$ cat src/rtl/runway_traffic_controller.sv
`default_nettype none
// ============================================================================
//  Module      : runway_traffic_controller
//  Description : Single-runway arbiter. Landing and takeoff requests are
//                queued in two circular FIFOs. Landings are granted first
//                and are never blocked. Takeoffs are held back in adverse
//                weather. Runway occupancy is timed so that a stuck runway
//                can be flagged.
//  Revision    : 1.0 - initial release
// ============================================================================
module runway_traffic_controller #(
  parameter int DEPTH   = 4,
  parameter int ID_W    = 4,
  parameter int TIMEOUT = 100
) (
  input  logic                         CLK,
  input  logic                         RST,
  input  logic                         severe_weather,
  input  logic                         emergency_landing_alert,
  input  logic [1:0]                   weather_state,
  input  logic                         land_req,
  input  logic [ID_W-1:0]              land_id,
  input  logic                         takeoff_req,
  input  logic [ID_W-1:0]              takeoff_id,
  input  logic                         runway_release,
  output logic                         land_grant,
  output logic                         takeoff_grant,
  output logic [ID_W-1:0]              grant_id,
  output logic [1:0]                   runway_state,
  output logic [$clog2(DEPTH+1)-1:0]   land_count,
  output logic [$clog2(DEPTH+1)-1:0]   takeoff_count,
  output logic                         land_full,
  output logic                         takeoff_full,
  output logic                         req_dropped,
  output logic                         runway_timeout
);

  localparam int CW = $clog2(DEPTH + 1);
  localparam int PW = (DEPTH > 1) ? $clog2(DEPTH) : 1;
  localparam int OW = $clog2(TIMEOUT + 1);

  localparam logic [CW-1:0] C_DEPTH    = CW'(DEPTH);
  localparam logic [PW-1:0] C_LAST_PTR = PW'(DEPTH - 1);
  localparam logic [OW-1:0] C_TIMEOUT  = OW'(TIMEOUT);

  typedef enum logic [1:0] {
    S_IDLE    = 2'b00,
    S_LANDING = 2'b01,
    S_TAKEOFF = 2'b10
  } state_t;

  // Runway FSM and grant registers
  state_t            state_q, state_d;
  logic [OW-1:0]     occ_q, occ_d;
  logic              timeout_q, timeout_d;
  logic [ID_W-1:0]   grant_id_q, grant_id_d;
  logic              land_grant_q, land_grant_d;
  logic              to_grant_q, to_grant_d;
  logic              dropped_q, dropped_d;

  // Queue storage and bookkeeping
  logic [ID_W-1:0]   land_mem_q [DEPTH];
  logic [ID_W-1:0]   to_mem_q   [DEPTH];
  logic [PW-1:0]     land_rd_q, land_rd_d, land_wr_q, land_wr_d;
  logic [PW-1:0]     to_rd_q, to_rd_d, to_wr_q, to_wr_d;
  logic [CW-1:0]     land_cnt_q, land_cnt_d, to_cnt_q, to_cnt_d;

  logic              takeoff_allowed;
  logic              land_push, land_drop, land_pop;
  logic              to_push, to_drop, to_pop;

  // Circular pointer advance; written generically so DEPTH wrap is explicit.
  function automatic logic [PW-1:0] ptr_inc(input logic [PW-1:0] p);
    return (p == C_LAST_PTR) ? '0 : p + 1'b1;
  endfunction

  // Queue push/pop/drop decisions, taken from occupancy at the start of the cycle.
  always_comb begin
    takeoff_allowed = !severe_weather && !emergency_landing_alert && !weather_state[1];
    land_push = land_req && (land_cnt_q != C_DEPTH);
    land_drop = land_req && (land_cnt_q == C_DEPTH);
    to_push   = takeoff_req && (to_cnt_q != C_DEPTH);
    to_drop   = takeoff_req && (to_cnt_q == C_DEPTH);
    land_pop  = (state_q == S_IDLE) && (land_cnt_q != '0);
    to_pop    = (state_q == S_IDLE) && (land_cnt_q == '0) && (to_cnt_q != '0) && takeoff_allowed;
    dropped_d = land_drop || to_drop;
  end

  // Queue pointer and occupancy next-state.
  always_comb begin
    land_wr_d  = land_push ? ptr_inc(land_wr_q) : land_wr_q;
    land_rd_d  = land_pop  ? ptr_inc(land_rd_q) : land_rd_q;
    to_wr_d    = to_push   ? ptr_inc(to_wr_q)   : to_wr_q;
    to_rd_d    = to_pop    ? ptr_inc(to_rd_q)   : to_rd_q;
    land_cnt_d = land_cnt_q;
    to_cnt_d   = to_cnt_q;
    case ({land_push, land_pop})
      2'b10:   land_cnt_d = land_cnt_q + 1'b1;
      2'b01:   land_cnt_d = land_cnt_q - 1'b1;
      default: land_cnt_d = land_cnt_q;
    endcase
    case ({to_push, to_pop})
      2'b10:   to_cnt_d = to_cnt_q + 1'b1;
      2'b01:   to_cnt_d = to_cnt_q - 1'b1;
      default: to_cnt_d = to_cnt_q;
    endcase
  end

  // Runway FSM: grant decisions in IDLE, occupancy timing while busy.
  always_comb begin
    state_d      = state_q;
    occ_d        = occ_q;
    timeout_d    = timeout_q;
    grant_id_d   = grant_id_q;
    land_grant_d = 1'b0;
    to_grant_d   = 1'b0;
    case (state_q)
      S_IDLE: begin
        if (land_pop) begin
          grant_id_d   = land_mem_q[land_rd_q];
          land_grant_d = 1'b1;
          state_d      = S_LANDING;
        end else if (to_pop) begin
          grant_id_d   = to_mem_q[to_rd_q];
          to_grant_d   = 1'b1;
          state_d      = S_TAKEOFF;
        end
      end
      S_LANDING, S_TAKEOFF: begin
        if (runway_release) begin
          state_d   = S_IDLE;
          occ_d     = '0;
          timeout_d = 1'b0;
        end else begin
          if (occ_q != C_TIMEOUT) begin
            occ_d = occ_q + 1'b1;
          end
          // Sticky: the runway is never freed automatically, only flagged.
          if (occ_d == C_TIMEOUT) begin
            timeout_d = 1'b1;
          end
        end
      end
      default: begin
        state_d = S_IDLE;
      end
    endcase
  end

  // State and control registers; reset discards any in-flight grant.
  always_ff @(posedge CLK or posedge RST) begin
    if (RST) begin
      state_q      <= S_IDLE;
      occ_q        <= '0;
      timeout_q    <= 1'b0;
      grant_id_q   <= '0;
      land_grant_q <= 1'b0;
      to_grant_q   <= 1'b0;
      dropped_q    <= 1'b0;
      land_rd_q    <= '0;
      land_wr_q    <= '0;
      to_rd_q      <= '0;
      to_wr_q      <= '0;
      land_cnt_q   <= '0;
      to_cnt_q     <= '0;
    end else begin
      state_q      <= state_d;
      occ_q        <= occ_d;
      timeout_q    <= timeout_d;
      grant_id_q   <= grant_id_d;
      land_grant_q <= land_grant_d;
      to_grant_q   <= to_grant_d;
      dropped_q    <= dropped_d;
      land_rd_q    <= land_rd_d;
      land_wr_q    <= land_wr_d;
      to_rd_q      <= to_rd_d;
      to_wr_q      <= to_wr_d;
      land_cnt_q   <= land_cnt_d;
      to_cnt_q     <= to_cnt_d;
    end
  end

  // Queue storage; contents are meaningless while empty, so no reset is needed.
  always_ff @(posedge CLK) begin
    if (land_push) begin
      land_mem_q[land_wr_q] <= land_id;
    end
    if (to_push) begin
      to_mem_q[to_wr_q] <= takeoff_id;
    end
  end

  assign land_grant     = land_grant_q;
  assign takeoff_grant  = to_grant_q;
  assign grant_id       = grant_id_q;
  assign runway_state   = state_q;
  assign land_count     = land_cnt_q;
  assign takeoff_count  = to_cnt_q;
  assign land_full      = (land_cnt_q == C_DEPTH);
  assign takeoff_full   = (to_cnt_q == C_DEPTH);
  assign req_dropped    = dropped_q;
  assign runway_timeout = timeout_q;

endmodule
`default_nettype wire
$ cat config.mk
export PLATFORM = sky130hd
export DESIGN_NAME = runway_traffic_controller
export DESIGN_NICKNAME = d
export VERILOG_FILES = /design/src/rtl/runway_traffic_controller.sv
export SDC_FILE = /design/constraint.sdc
export NUM_CORES = 1
export LEC_CHECK = 0
export CORE_MARGIN = 1.5
export CORE_UTILIZATION = 30
export CTS_BUF_LIST = sky130_fd_sc_hd__clkbuf_4
export DETAILED_ROUTE_END_ITERATION = 12
export RECOVER_POWER = 100
export SLEW_MARGIN = 20
export SYNTH_ARGS = -nofsm -noshare
export SYNTH_HDL_FRONTEND = slang
export SYNTH_SLANG_ARGS = --single-unit
$ cat constraint.sdc
create_clock -name CLK -period 2.61 [get_ports CLK]
set_input_delay 0.522 -clock CLK [delete_from_list [all_inputs] [get_ports CLK]]
set_output_delay 0.522 -clock CLK [all_outputs]
set_load 0.005 [all_outputs]
==> metrics.md, run 1 <==
| Metric | Value |
|---|---|
| Status | `complete, but fails checks` |
| Violated checks | `capacitance limit, slew limit` |
| Seq cells post-synth | `63` |
| Yosys warnings | `0` |
| Mapped Nets | `252` |
| Routed len/inst | `13.1 um` |
| ANT nets after route | `0` |
| Predominant post-synthesis flop cell | `edfxtp_1` |
| Die Ht | `103 um` |
| Post-synthesis area per instance | `13.7 sq um` |
| Top-area cell type share of the netlist area | `32.2%` |
| GP Congestion | `0.731` |
| Site Rows | `36` |
| Setup tns final | `0 ns` |
| Commonest cells after routing, fill and taps aside | `edfxtp_1 (32), dfrtp_1 (31), dlygate4sd3_1 (26), inv_1 (22), ha_1 (15)` |
| CTS Buffer Depth | `2` |
| Crit path kind | `reg2out` |
| CP Data Required Time | `2.09 ns` |
| Post-synthesis sequential area ratio | `58.2%` |
| Combinational share of power | `36.2%` |
| Syn Std Cell Area | `2980 sq um` |
| Initial antenna violation count | `0` |
| Worst Skew | `0.0118 ns` |
| Yosys top cell by area | `edfxtp_1` |
| FMAX | `432 MHz` |
| Slew HR | `-11.8%` |
| Die area | `10600 sq um` |
| Fin crit share | `88.7%` |
| Gr usage total | `11.2%` |
| Sw Ratio | `35.2%` |
| Pwr/cell area | `1010 nW/um^2` |
| Antenna cell count | `0` |
| Hold_buf cts | `0` |
| Most common cell after layout, fill and taps aside | `edfxtp_1` |
| Core footprint | `9730 sq um` |
| Port Buffer Count | `33` |
| Clk slew on worst S/H paths | `0.12 ns` |
| Post-synth EDFFs | `32` |
| Slowest cell delay on critical path | `0.58 ns` |
| Starting density of the core | `30.7%` |
| H-tree lvl count | `3` |
| Max-Cap Viols | `1` |
| Max FO, Critical Path | `4` |
| CTS root buffer | `clkbuf_4` |
| Cts bufs inserted | `9` |
| Final setup vio count | `0` |
| DRC viols | `0` |
| Clock Latency Late Sink | `0.40 ns` |
| Worst EP arrival | `1.79 ns` |
| Clk pwr share | `18.9%` |
| Peak supply drop | `0.000281 V` |
| Synth async-reset ratio | `49.2%` |
| CP Cell Sequence | `inv_1, and3_1, dlygate4sd3_1` |
| DR iter-0 viols | `58` |
| First drt pass iteration count | `4` |
| Die width | `103 um` |
| Critical path launch point type | `flop` |
| Worst-margin pin slew | `1.68 ns` |
| Mapped Cells | `218` |
| Final Max Slew Viols | `32` |
| Worst hold path type | `reg2reg` |
| Vias per cell | `4.44` |
| Unrepaired setup endpoints after global routing | `no` |
| Routed via count | `1774` |
| Wirelength, routed | `5.22 mm` |
| Total gr overflow | `0` |
| Slowest-stage cell, CP | `dlygate4sd3_1` |
| Share of layout cells above drive strength 1 | `13.9%` |
| Bufs and invs on worst path | `2` |
| P_leak | `1.46 nW` |
| Synth top area cells | `edfxtp_1 (32%), dfrtp_1 (26%), ha_1 (6.3%)` |
| Final Hold Viols | `0` |
| Vias in the first global route | `1818` |
| CTS tree | `done` |
| Fin util | `37.1%` |
| HPWL reported at the end of detailed placement | `3.90 mm` |
| Layout area overhead | `20.9%` |
| Pin count of the biggest net entering global routing | `32` |
| Sw power | `1.29 mW` |
| First-pass GRT wire length | `8.67 mm` |
| # IOs | `35` |
| Crit path capture type | `primary output` |
| CP top delay family | `buffers and inverters` |
| Cell variety after synth | `46` |
| Minimum clock period | `2.32 ns` |
| # Post-CTS Setup Buffers | `0` |
| Sequential share of power | `45.0%` |
| PostCTS Resize Cnt | `0` |
| Int Power | `2.37 mW` |
| Clk sinks | `63` |
| # nets final | `296` |
-- power groups by stage --
stage | registers, mW | clock network [mW] | logic, mW
4_1_cts | 1.66 | 0.710 | 1.43
5_1_grt | 1.70 | 0.759 | 1.52
6_report | 1.65 | 0.691 | 1.32
3_5_place_dp | 1.68 | 0 | 1.43
3_3_place_gp | 1.68 | 0 | 1.39
2_1_floorplan | 1.58 | 0 | 0.991
-- routing by layer --
layer / track usage [%] / up-vias / part of all wire, %
li1: - / 866 / -
met1: 13.9 / 870 / 48
met2: 17.8 / 31 / 47
met3: 3.05 / 7 / 3.8
met4: 5.90 / 0 / 1.7
met5: 0 / - / 0
-- cells in the mapped netlist (3+ instances only) --
master    number
dfrtp_1       31
mux2i_1        6
ha_1          15
clkbuf_1       3
a22o_1         3
mux2_2         7
mux4_2         8
nor3_1         4
nor2_1        11
nand2_1        8
a21oi_1        5
and2_1         9
xor2_1         5
nand3_1        3
inv_1         22
o21ai_0        8
edfxtp_1      32
-- through the flow --
step	std cells	total power, mW	cell area (sq um)	hold slack (ns)	setup slack, ns
3_3_place_gp	384	3.06	3490	0.518	0.0923
5_1_grt	400	3.98	3610	0.562	0.144
4_1_cts	400	3.80	3640	0.482	0.224
3_5_place_dp	384	3.11	3490	0.517	0.0372
2_1_floorplan	218	2.57	2980	0.490	0.344
6_report	400	3.66	3610	0.538	0.294
-- sequential cells by signal, summed over array words and instances, names as in the netlist, 2 cells and up --
| register | count |
|---|---|
| to_rd_q | 2 |
| to_wr_q | 2 |
| land_mem_q | 16 |
| runway_state | 2 |
| land_wr_q | 2 |
| grant_id | 4 |
| to_mem_q | 16 |
| occ_q | 7 |
| land_rd_q | 2 |
| land_count | 3 |
| takeoff_count | 3 |
-- cell families after synthesis --
kind of cell	synth area share (%)
mux	10.7
flops	58.2
compound gates	6.33
simple gates	11.2
buf+inv	3.86
fa+ha+maj	7.63
xor+xnor	2.06
-- final cells by class --
type	instances	area (sq um)
multi-input combinational	127	1120
clock buffer	9	67.6
clock inverter	7	80.1
inverter	22	82.6
tap	133	166
fill	979	6120
timing repair buffer	39	357
sequential	63	1740
-- worst paths after layout --
path / depth (start not counted) / start / slack [ns] / to
setup / recovery: 3 / takeoff_count[0] / 0.29 / takeoff_full
hold / removal: 1 / runway_state[0] / 0.54 / runway_state[0]
setup reg to reg: 10 / land_count[0] / 0.42 / land_count[2]
hold reg to reg: 1 / runway_state[0] / 0.54 / runway_state[0]
max in group asynchronous: 3 / RST / 0.64 / land_count[2]
min in group asynchronous: 3 / RST / 1.00 / to_wr_q[1]
Power figures use the tool's default switching activity.
==> run 2: changes to the inputs <==
--- a/config.mk
+++ b/config.mk
@@ -9,6 +9,7 @@
 export CORE_UTILIZATION = 30
 export CTS_BUF_LIST = sky130_fd_sc_hd__clkbuf_4
 export DETAILED_ROUTE_END_ITERATION = 12
+export HOLD_SLACK_MARGIN = 0.08
 export RECOVER_POWER = 100
 export SLEW_MARGIN = 20
 export SYNTH_ARGS = -nofsm -noshare
==> results of run 2 <==
Final layout, timing and power as in run 1 (identical DEF).
==> run 3: changes to the inputs <==
==> constraint.sdc (replaced) <==
create_clock -name CLK -period 2.4 [get_ports CLK]
set_input_delay 0.48 -clock CLK [delete_from_list [all_inputs] [get_ports CLK]]
set_output_delay 0.48 -clock CLK [all_outputs]
set_load 0.005 [all_outputs]
==> metrics.md, run 3 (same netlist as run 1, synthesis figures left out) <==
| Metric | Value |
|---|---|
| Most common cell after layout, fill and taps aside | `edfxtp_1` |
| Unrepaired setup endpoints after global routing | `no` |
| Sequential share of power | `44.6%` |
| Final setup vio count | `0` |
| Slew HR | `46.6%` |
| Initial antenna violation count | `0` |
| Fin crit share | `92.2%` |
| Routed via count | `1759` |
| CTS tree | `done` |
| DRC viols | `0` |
| CTS Buffer Depth | `2` |
| Die width | `103 um` |
| Cts bufs inserted | `9` |
| Die Ht | `103 um` |
| DR iter-0 viols | `75` |
| Pwr/cell area | `1100 nW/um^2` |
| R2R cell count | `9` |
| Critical path launch point type | `flop` |
| Site Rows | `36` |
| ANT nets after route | `0` |
| Setup ws final | `0.188 ns` |
| First drt pass iteration count | `4` |
| GP Congestion | `0.730` |
| Gr usage total | `11.4%` |
| Routed len/inst | `13.3 um` |
| Core footprint | `9730 sq um` |
| Multi-input gate area | `1120 sq um` |
| Status | `finished, final reports clean` |
| Share of layout cells above drive strength 1 | `16.4%` |
| Final Hold Viols | `0` |
| Top flop regs | `land_mem_q x16, to_mem_q x16, occ_q x7` |
| Pin count of the biggest net entering global routing | `32` |
| HPWL reported at the end of detailed placement | `3.91 mm` |
| First-pass GRT wire length | `8.76 mm` |
| # fillers | `976` |
| Clk pwr share | `19.0%` |
| Placed cells | `385` |
| Vias in the first global route | `1821` |
| R2R Path Start | `land_count[2]` |
| Worst EP arrival | `1.73 ns` |
| Peak supply drop | `0.000291 V` |
| # Post-CTS Setup Buffers | `0` |
| Crit path kind | `reg2out` |
| Hold_buf cts | `0` |
| Vias per cell | `4.38` |
| Sw Ratio | `35.2%` |
| Final Max Slew Viols | `0` |
| Max FO, Critical Path | `4` |
| Clk sinks | `63` |
| Worst hold path type | `reg2reg` |
| Starting density of the core | `30.7%` |
| Hold path endpoint | `runway_state[0]` |
| Worst Skew | `0.0160 ns` |
| # nets final | `297` |
| P_leak | `1.47 nW` |
| Total gr overflow | `0` |
| Minimum clock period | `2.21 ns` |
| # IOs | `35` |
| R2r setup slk | `0.25 ns` |
| Hold Path Cell Cnt | `1` |
| Worst-margin pin slew | `0.801 ns` |
| FMAX | `452 MHz` |
| Wirelength, routed | `5.34 mm` |
| Reg area | `1740 sq um` |
| Int Power | `2.60 mW` |
| Worst R2R End | `takeoff_count[2]` |
| Min-delay src | `runway_state[0]` |
| H-tree lvl count | `3` |
| Max-Cap Viols | `0` |
| Hold_ws | `0.544 ns` |
| Dpl ws | `-0.0910 ns` |
| CP Data Required Time | `1.92 ns` |
| Commonest cells after routing, fill and taps aside | `edfxtp_1 (32), dfrtp_1 (31), dlygate4sd3_1 (25), inv_1 (22), ha_1 (15)` |
| CTS root buffer | `clkbuf_4` |
| Clock Latency Late Sink | `0.41 ns` |
| Final Non-Filler Cells | `402` |
| Layout area overhead | `21.7%` |
| Port Buffer Count | `33` |
| Die area | `10600 sq um` |
| Sw power | `1.41 mW` |
| Fin util | `37.3%` |
| Clk slew on worst S/H paths | `0.12 ns` |
| Crit path capture type | `primary output` |
| Combinational share of power | `36.4%` |
-- run 3: worst max-delay path by stage --
stage / from / end / slack (ns) / cells past startpoint
finish: land_count[1] / land_full / 0.19 / 3
global route: land_count[1] / land_full / 0.08 / 3
CTS: land_count[1] / land_full / 0.03 / 3
detailed placement: emergency_landing_alert / takeoff_count[2] / -0.09 / 11
global placement: emergency_landing_alert / takeoff_count[2] / -0.07 / 11
floorplan: runway_state[0] / land_count[2] / 0.13 / 10
-- run 3: area by class of cell --
| cell class | count | area share, % |
|---|---|---|
| inverters | 22 | 2.27 |
| diodes | 1 | 0.0689 |
| repair buffers | 40 | 10.2 |
| flip-flops and latches | 63 | 47.8 |
| clock inverters | 7 | 2.24 |
| multi-input cells | 127 | 31.0 |
| well taps | 133 | 4.58 |
| clock buffers | 9 | 1.86 |
-- run 3: critical path, cell delays in order, from the launching register on --
cell and delay, ns:
dfrtp_1 0.44, inv_1 0.11, and3_2 0.25, clkdlybuf4s50_1 0.52
-- run 3: what timing repair did --
| action | in CTS | in global routing |
|---|---|---|
| gates resized for setup | 0 | 2 |
| endpoints found under the hold margin | 0 | 0 |
| endpoints found under the setup margin | 0 | 2 |
-- run 3: stage by stage --
step | setup TNS, ns | power [mW] | instance area (sq um)
5_1_grt | 0 | 4.37 | 3630
3_5_place_dp | -0.0910 | 3.40 | 3500
3_3_place_gp | -0.0685 | 3.33 | 3500
4_1_cts | 0 | 4.17 | 3650
6_report | 0 | 4.01 | 3630
2_1_floorplan | 0 | 2.80 | 2980
-- run 3: layer usage --
layer  up-vias  global-route usage, %  wire length [um]
li1        874                      -                 -
met1       849                   14.9              2600
met2        30                   17.4              2470
met3         6                   3.93               195
met4         0                   4.43                70
met5         -                      0                 0
-- run 3: power by group through the flow --
stage	Sequential (mW)	Combinational, mW	Clock [mW]
after floorplan	1.72	1.08	0
after global placement	1.82	1.51	0
after detailed placement	1.84	1.56	0
after CTS	1.81	1.56	0.796
after global routing	1.85	1.67	0.842
final	1.79	1.46	0.760
